[src/rtl/pc_sequencer_if.sv]
// Next-PC offer channel between the PC sequencer (master) and the IFU (slave).
interface pc_sequencer_if;
    logic [63:0] npc;
    logic        IFU_valid;
    logic        IFU_ready;
    logic        pred_taken;

    modport master (output npc, output IFU_valid, output pred_taken, input IFU_ready);
    modport slave  (input npc, input IFU_valid, input pred_taken, output IFU_ready);
endinterface

[src/rtl/pc_sequencer.sv]
// Next-PC generation: static JAL/BTFN prediction, execute redirects and wrong-path squash.
module pc_sequencer #(
    parameter bit PREDICT_JAL = 1'b1,
    parameter bit PREDICT_BR  = 1'b1,
    parameter int CNT_W       = 32
) (
    input  logic                clk,
    input  logic                rst,
    input  logic                fetch_done,
    input  logic [63:0]         fetch_pc,
    input  logic [31:0]         fetch_inst,
    input  logic                redirect_valid,
    input  logic [63:0]         redirect_pc,
    pc_sequencer_if.master      ifu,
    output logic                squash,
    output logic                proto_err,
    output logic [CNT_W-1:0]    n_redirect,
    output logic [CNT_W-1:0]    n_squash
);

    typedef enum logic [1:0] {
        IDLE  = 2'd0,
        OFFER = 2'd1,
        REDIR = 2'd2
    } state_t;

    state_t      state, state_nxt;
    logic [63:0] npc_q, npc_nxt;
    logic        pred_q, pred_nxt;
    logic [63:0] tgt_q, tgt_nxt;
    logic        proto_err_nxt;

    logic [63:0] j_imm;
    logic [63:0] b_imm;
    logic [63:0] pred_pc;
    logic        pred_hit;
    logic        is_jal;
    logic        is_back_br;

    assign j_imm = {{43{fetch_inst[31]}}, fetch_inst[31], fetch_inst[19:12],
                    fetch_inst[20], fetch_inst[30:21], 1'b0};
    assign b_imm = {{51{fetch_inst[31]}}, fetch_inst[31], fetch_inst[7],
                    fetch_inst[30:25], fetch_inst[11:8], 1'b0};

    assign is_jal     = PREDICT_JAL && (fetch_inst[6:0] == 7'b1101111);
    assign is_back_br = PREDICT_BR && (fetch_inst[6:0] == 7'b1100011) && fetch_inst[31];

    always_comb begin
        pred_pc  = fetch_pc + 64'd4;
        pred_hit = 1'b0;
        if (is_jal) begin
            pred_pc  = fetch_pc + j_imm;
            pred_hit = 1'b1;
        end else if (is_back_br) begin
            pred_pc  = fetch_pc + b_imm;
            pred_hit = 1'b1;
        end
    end

    // Held off during reset so decode never drops an instruction on a stale state value.
    assign squash = fetch_done && !rst &&
                    ((state == REDIR) || ((state == IDLE) && redirect_valid));

    assign proto_err_nxt = proto_err | ((state == OFFER) & fetch_done);

    always_comb begin
        state_nxt = state;
        npc_nxt   = npc_q;
        pred_nxt  = pred_q;
        tgt_nxt   = tgt_q;
        case (state)
            IDLE: begin
                if (fetch_done && redirect_valid) begin
                    state_nxt = OFFER;
                    npc_nxt   = redirect_pc;
                    pred_nxt  = 1'b0;
                end else if (redirect_valid) begin
                    state_nxt = REDIR;
                    tgt_nxt   = redirect_pc;
                end else if (fetch_done) begin
                    state_nxt = OFFER;
                    npc_nxt   = pred_pc;
                    pred_nxt  = pred_hit;
                end
            end
            OFFER: begin
                // A redirect racing the accepting edge loses: the old npc is already fetched.
                if (redirect_valid && ifu.IFU_ready) begin
                    state_nxt = REDIR;
                    tgt_nxt   = redirect_pc;
                end else if (redirect_valid) begin
                    npc_nxt  = redirect_pc;
                    pred_nxt = 1'b0;
                end else if (ifu.IFU_ready) begin
                    state_nxt = IDLE;
                end
            end
            REDIR: begin
                if (fetch_done) begin
                    state_nxt = OFFER;
                    npc_nxt   = redirect_valid ? redirect_pc : tgt_q;
                    pred_nxt  = 1'b0;
                end else if (redirect_valid) begin
                    tgt_nxt = redirect_pc;
                end
            end
            default: state_nxt = IDLE;
        endcase
    end

    always_ff @(posedge clk or posedge rst) begin
        if (rst) begin
            state     <= IDLE;
            npc_q     <= '0;
            pred_q    <= 1'b0;
            tgt_q     <= '0;
            proto_err <= 1'b0;
        end else begin
            state     <= state_nxt;
            npc_q     <= npc_nxt;
            pred_q    <= pred_nxt;
            tgt_q     <= tgt_nxt;
            proto_err <= proto_err_nxt;
        end
    end

    always_ff @(posedge clk or posedge rst) begin
        if (rst) begin
            n_redirect <= '0;
            n_squash   <= '0;
        end else begin
            if (redirect_valid) begin
                n_redirect <= n_redirect + 1'b1;
            end
            if (squash) begin
                n_squash <= n_squash + 1'b1;
            end
        end
    end

    assign ifu.npc        = npc_q;
    assign ifu.pred_taken = pred_q;
    assign ifu.IFU_valid  = (state == OFFER);

endmodule

[src/flat_wrapper.sv]
// flat-port wrapper written by rule: the top's interface ports become plain ports
module pc_sequencer_flat 
#(
    parameter bit PREDICT_JAL = 1'b1,
    parameter bit PREDICT_BR  = 1'b1,
    parameter int CNT_W       = 32
)
  (clk, rst, fetch_done, fetch_pc, fetch_inst, redirect_valid, redirect_pc, squash, proto_err, n_redirect, n_squash, ifu_npc, ifu_IFU_valid, ifu_pred_taken, ifu_IFU_ready);
  pc_sequencer_if ifu_i ();
  input  logic clk;
  input  logic rst;
  input  logic fetch_done;
  input  logic [63:0] fetch_pc;
  input  logic [31:0] fetch_inst;
  input  logic redirect_valid;
  input  logic [63:0] redirect_pc;
  output logic squash;
  output logic proto_err;
  output logic [CNT_W-1:0] n_redirect;
  output logic [CNT_W-1:0] n_squash;
  output wire logic [$bits(ifu_i.npc)-1:0] ifu_npc;
  output wire logic [$bits(ifu_i.IFU_valid)-1:0] ifu_IFU_valid;
  output wire logic [$bits(ifu_i.pred_taken)-1:0] ifu_pred_taken;
  input wire logic [$bits(ifu_i.IFU_ready)-1:0] ifu_IFU_ready;
  assign ifu_npc = ifu_i.npc;
  assign ifu_IFU_valid = ifu_i.IFU_valid;
  assign ifu_pred_taken = ifu_i.pred_taken;
  assign ifu_i.IFU_ready = ifu_IFU_ready;
  pc_sequencer #(.PREDICT_JAL(PREDICT_JAL), .PREDICT_BR(PREDICT_BR), .CNT_W(CNT_W)) u_core (.clk(clk), .rst(rst), .fetch_done(fetch_done), .fetch_pc(fetch_pc), .fetch_inst(fetch_inst), .redirect_valid(redirect_valid), .redirect_pc(redirect_pc), .ifu(ifu_i), .squash(squash), .proto_err(proto_err), .n_redirect(n_redirect), .n_squash(n_squash));
endmodule
[config.mk]
export PLATFORM = sky130hd
export DESIGN_NAME = pc_sequencer_flat
export DESIGN_NICKNAME = d
export VERILOG_FILES = /design/src/rtl/pc_sequencer_if.sv /design/src/rtl/pc_sequencer.sv /design/src/flat_wrapper.sv
export SDC_FILE = /design/constraint.sdc
export NUM_CORES = 1
export LEC_CHECK = 0
export CORE_MARGIN = 4
export CORE_UTILIZATION = 45
export CTS_CLUSTER_SIZE = 24
export DETAILED_ROUTE_END_ITERATION = 6
export PLACE_DENSITY = 0.69
export SETUP_SLACK_MARGIN = 0.05
export SYNTH_ARGS = -nofsm -noshare
export SYNTH_HDL_FRONTEND = slang
export SYNTH_SLANG_ARGS = --single-unit
[constraint.sdc]
create_clock -name clk -period 9.1 [get_ports clk]
set_input_delay 2.275 -clock clk [delete_from_list [all_inputs] [get_ports clk]]
set_output_delay 2.275 -clock clk [all_outputs]
set_load 0.005 [all_outputs]
# Word level (Yosys, flattened, before mapping)
# Index checks and enable logic that the tools add are counted.
totals:
  register_bits: 196
  in_bits: 165
  out_inout_bits: 132
  wordCells: 71
op_classes:
  add_sub_neg: 5
  eq_ne: 14
  n_mux: 30
  bitwise: 2
  reduce_logical: 13
ops:
  columns: ["cell", "n"]
  rows:
  - ["two-way mux 64 bit", 12]
  - ["case mux 64 bit (3 select lines)", 2]
  - ["adder 64 bit", 2]
  - ["adder 32 x 1 -> 32 bit (second input constant)", 2]
  - ["adder 64 x 3 -> 64 bit (second input constant)", 1]
  - ["equality test 7 bit (second input constant)", 2]
  - ["two-way mux 2 bit", 6]
  - ["inequality test 2 bit (second input constant)", 5]
  - ["two-way mux 1 bit", 8]
  - ["logical AND 1 bit", 6]
  - ["inequality test 3 bit (second input constant)", 2]
  - ["case mux 2 bit (3 select lines)", 1]
  - ["AND reduction 6 bit", 1]
  - ["AND reduction 4 bit", 1]
  - ["inequality test 3 x 1 -> 1 bit (second input constant)", 1]
  - ["inequality test 3 x 2 -> 1 bit (second input constant)", 1]
  - ["case mux 1 bit (3 select lines)", 1]
  - ["nonzero test 3 bit", 1]
  - ["equality test 2 x 1 -> 1 bit (second input constant)", 1]
  - ["equality test 2 bit (second input constant)", 1]
  - ["zero test 2 bit", 1]
  - ["inequality test 2 x 1 -> 1 bit (second input constant)", 1]
  - ["AND reduction 2 bit", 1]
  - ["bitwise AND 1 bit", 1]
  - ["other kinds (3)", 3]

# Longest topological paths before layout
logic_depth:
  depth_word: 8
  depth_mapped: 13
  depth_no_buf: 12

# Least setup slack after synthesis
# No wires, ideal clock.
synth_path:
  path_kind: "input -> output"
  start: "in redirect_valid"
  end: "out squash"
  t_arrival_ns: 2.810
  required_time_ns: 6.825
  slack_ns: 4.015
  cell_stages: 3
  n_path_buf: 1
  cell_sequence: "clkbuf_2 a21oi_1 nor3b_4"
synth_via:
  elab_chain_cells: 3
synth_rtl:
  columns: ["element", "line", "rtl"]
  rows:
  - ["start, declared", "flat_wrapper.sv:15", "input logic redirect_valid;"]
  - ["logical AND 1 bit", "pc_sequencer.sv:62", "((state == REDIR) || ((state == IDLE) && redirect_valid));"]
  - ["logical OR 1 bit", "pc_sequencer.sv:62", null]
  - ["logical AND 1 bit", "pc_sequencer.sv:61", "assign squash = fetch_done && !rst &&"]
  - ["end, declared", "flat_wrapper.sv:17", "output logic squash;"]
# No other way between the ends.

# Final worst setup path
layout_path:
  start: "in fetch_done"
  end: "out squash"
layout_via:
  elab_chain_cells: 2
layout_rtl:
  columns: ["element", "line", "rtl"]
  rows:
  - ["start, declared", "flat_wrapper.sv:12", "input logic fetch_done;"]
  - ["logical AND 1 bit (2 in a row)", "pc_sequencer.sv:61", null]
# No other way between the ends.

==> results.md <==
- Status: complete, no violations
- Max cap viols: 0
- Vias/cell: around 6.6
- Overflow after GRT: 0
- WL per Instance: around 26 um
- HP Class: flip-flop to flip-flop
- Clock-pin slew on the worst setup and hold paths: 70 ps
- Slew margin rel.: about a third
- FILL cells: around 3800
- Post-synthesis compound-gate area fraction: between 20% and 30%
- # rows: 74
- DR vias: about 20000
- Clk network pwr share: between 15 and 20%
- GRT Util Overall: between 30% and 40%
- Starting density of the core: 45.4%
- Post-CTS Hold Fix Bufs: 0
- Max Root-Sink Buffers: 2
- Largest family of logic cells by synthesized area: compound AO/OA/AOI/OAI gates
- Pwr dens: roughly 220 nW/um2
- Number of H-tree levels: 4
- Drt total wl: 79100 um
- Gpl congestion: a little over 1
- RSZ-0062 raised after global routing: no
- Sequential cell area: roughly 5000 um2
- Mean post-synth cell area: roughly 8.0 um2
- Adder-Cell Fraction of Synth Area: 5.75%
- Reg power frac: 28.7%
- Antenna Nets Post-Route: 0
- Syn Std Cell Area: ~19000 um2
- CTS sink count: 196
- Sequential-to-total area share from yosys stat: between 20% and 30%
- Final #Nets: between 2000 and 3000
- Comb power frac: between 50% and 60%
- Endpoints failing hold: 0
- Area of the multi-input gates: roughly 13000 um2
- Switching component of the power: roughly 2.2 mW
- Die area: between 40000 and 50000 um2
- Kind of critical path: input port to primary output
- Startpoint types: input port
- F_max: between 150 and 200 MHz
- Pint: approximately 2.8 mW
- Core area: approximately 41000 um2
- IO Pins: 297
- Die extent in x: ~210 um
- Post-DP HPWL: roughly 60000 um
- Leakage: a little under 9 nW
- Worst-Skew Late Latency: ~460 ps
- Post-synth net total: 2562
- Synth async-reset ratio: between 90% and 100%
- Port-buffer cells: ~300
- Fin crit share: a little over two thirds
- Dpl cells: 3019
- Crit-path max FO: 10
- #FFs+latches synth: between 150 and 200
- Area delta synth->final: 20.7%
- Syn Inst Count: around 2300
- Worst-Margin Slew: around 1000 ps
- Setup repair bufs after CTS: 0
- Residual DRC: 0
- Vias in the first global route: 18300
- Xor/xnor cell area share of the yosys netlist: under 10%
- Antenna violations before repair: 3
- Share of cells above drive strength 1: around a tenth
- Maximum vdd drop: around 0.16 mV
- Final Skew: about 17 ps
- Simple-gate share of the synthesized area: around 20%
- Final setup viols: 0
- Root Buffer Master: clkbuf_16
- Count of cell types in the netlist: roughly 90
- Initial drt markers: around 2400
- Sw frac: a little over two fifths
- CP Capture Type: primary output
- Arr. time, crit path: between 4000 and 5000 ps
- Crit path time final: about 6400 ps
- Fin. max-slew vios: 0
- Post-synth EDFFs: 0
- First-pass GRT wire length: roughly 120000 um
- DR pass1 iterations: 7
- # resized after CTS: 0
- Final TNS setup: 0 ps
- TritonCTS clock tree: done
- Synth warn: 0
- DIE HEIGHT: between 200 and 250 um
- CP required: 6830 ps
- Total CTS buffers: 17
- Post-synthesis mux area share: 8.88%
- Top_reg_cell synth: dfrtp_1
- Non-Filler Instances: 3053
- Largest net degree at the start of global routing: roughly 130
[worst paths after layout]
check,from,end,slack (ps),depth (start not counted)
worst min register to register,u_core.proto_err$_DFF_PP0_,u_core.proto_err$_DFF_PP0_,460,1
worst max-delay path,fetch_done,squash,2740,3
max in group asynchronous,rst,u_core.tgt_q[48]$_DFFE_PP0P_,5060,3
worst max register to register,u_core.state[0]$_DFFE_PP0P_,u_core.ifu.npc[18]$_DFFE_PP0P_,5000,11
worst min-delay path,u_core.proto_err$_DFF_PP0_,u_core.proto_err$_DFF_PP0_,460,1
min in group asynchronous,rst,u_core.n_squash[0]$_DFFE_PP0P_,2530,2
[per-stage QoR]
step                      utilization [%]  setup slack [ps]  hold slack, ps  power (mW)  instance area (um2)
after floorplan                         -              1480             450        2.93                18500
after global placement               53.4              2780             441        4.01                21800
after detailed placement             53.4              2720             447        4.06                21800
after CTS                            54.8              2740             463        4.87                22400
after global routing                 54.8              2700             475        5.17                22400
final                                54.8              2740             457        4.91                22400
[worst max-delay path, cell delays in order]
cell and delay, ps:
clkdlybuf4s50_1 760, nor3b_4 430, clkdlybuf4s50_1 610
[power groups by stage]
stage          Clock (mW)  Sequential, mW  Combinational, mW
2_1_floorplan           0            1.36               1.57
3_3_place_gp            0            1.40               2.61
3_5_place_dp            0            1.42               2.64
4_1_cts             0.801            1.40               2.66
5_1_grt             0.837            1.44               2.90
6_report            0.793            1.41               2.71
[sequential cells by signal, summed over array words and instances, names as in the netlist]
signal,count
u_core.ifu.npc,64
u_core.tgt_q,64
u_core.n_redirect,32
u_core.n_squash,32
u_core.state,2
u_core.ifu.pred_taken,1
u_core.proto_err,1
[Yosys cell counts (all sizes together) (16+ instances only)]
master | number | area (um2)
a211oi | 39 | 303
nand4 | 72 | 463
a21oi | 218 | 1110
and3 | 48 | 300
dfrtp | 196 | 4900
mux2i | 16 | 160
nor3 | 47 | 240
o21bai | 20 | 150
a31oi | 31 | 194
xnor2 | 104 | 911
a22oi | 40 | 300
nand2 | 229 | 860
buf | 40 | 211
clkbuf | 107 | 403
a22o | 20 | 175
o22ai | 21 | 131
a21o | 19 | 143
and2 | 19 | 124
nand3 | 78 | 390
o21a | 19 | 143
o211ai | 33 | 248
o21ai | 166 | 835
xor2 | 55 | 482
o31ai | 26 | 200
mux2 | 132 | 1490
inv | 40 | 150
a221oi | 35 | 307
nor2 | 193 | 724
ha | 82 | 1030
[area by class of cell]
| class | count | share of cell area, % |
|---|---|---|
| flip-flops and latches | 196 | 21.9 |
| clock inverters | 10 | 0.548 |
| multi-input cells | 1930 | 57.7 |
| diodes | 2 | 0.0224 |
| well taps | 532 | 2.97 |
| clock buffers | 22 | 2.12 |
| inverters | 40 | 0.704 |
| repair buffers | 321 | 14.0 |
[cell families after synthesis]
| kind of cell | after synthesis |
|---|---|
| flip-flops | 196 |
| AND/OR/NAND/NOR | 769 |
| buffers and inverters | 187 |
| adder cells (fa/ha/maj) | 84 |
| multiplexers | 148 |
| XOR/XNOR | 159 |
| AO/OA/AOI/OAI | 770 |
[layer usage]
| layer | wire [um] | up-vias | GRT usage (%) |
|---|---|---|---|
| met4 | 2310 | 4 | 9.70 |
| met1 | 35000 | 9834 | 50.5 |
| li1 | - | 9067 | - |
| met3 | 8050 | 126 | 7.50 |
| met5 | 33 | - | 0 |
| met2 | 33700 | 1020 | 49.6 |
[cell usage in the layout (no fill, tap or decap), types with 7 or more instances in the layout]
cell	count
and3_1	47
a22oi_1	40
o22ai_1	21
ha_1	79
xor2_1	55
mux2i_1	16
nand4_1	70
o21ai_1	25
a211oi_1	37
or4_1	7
nor3_1	44
clkbuf_16	17
a221oi_1	35
nor4_1	11
o221ai_1	12
o31ai_1	25
a21boi_0	10
and4_1	13
a22o_1	20
o21a_1	19
a31oi_1	31
inv_1	39
o21ai_0	140
a21oi_1	214
a21o_1	19
buf_4	26
nor2_1	192
o211ai_1	33
nand3_1	77
clkdlybuf4s50_1	294
and2_1	17
o21bai_1	20
dfrtp_1	196
or3_1	11
nand2_1	228
xnor2_1	104
a211o_1	7
mux2_2	131
(Power assumes the default switching activity.)
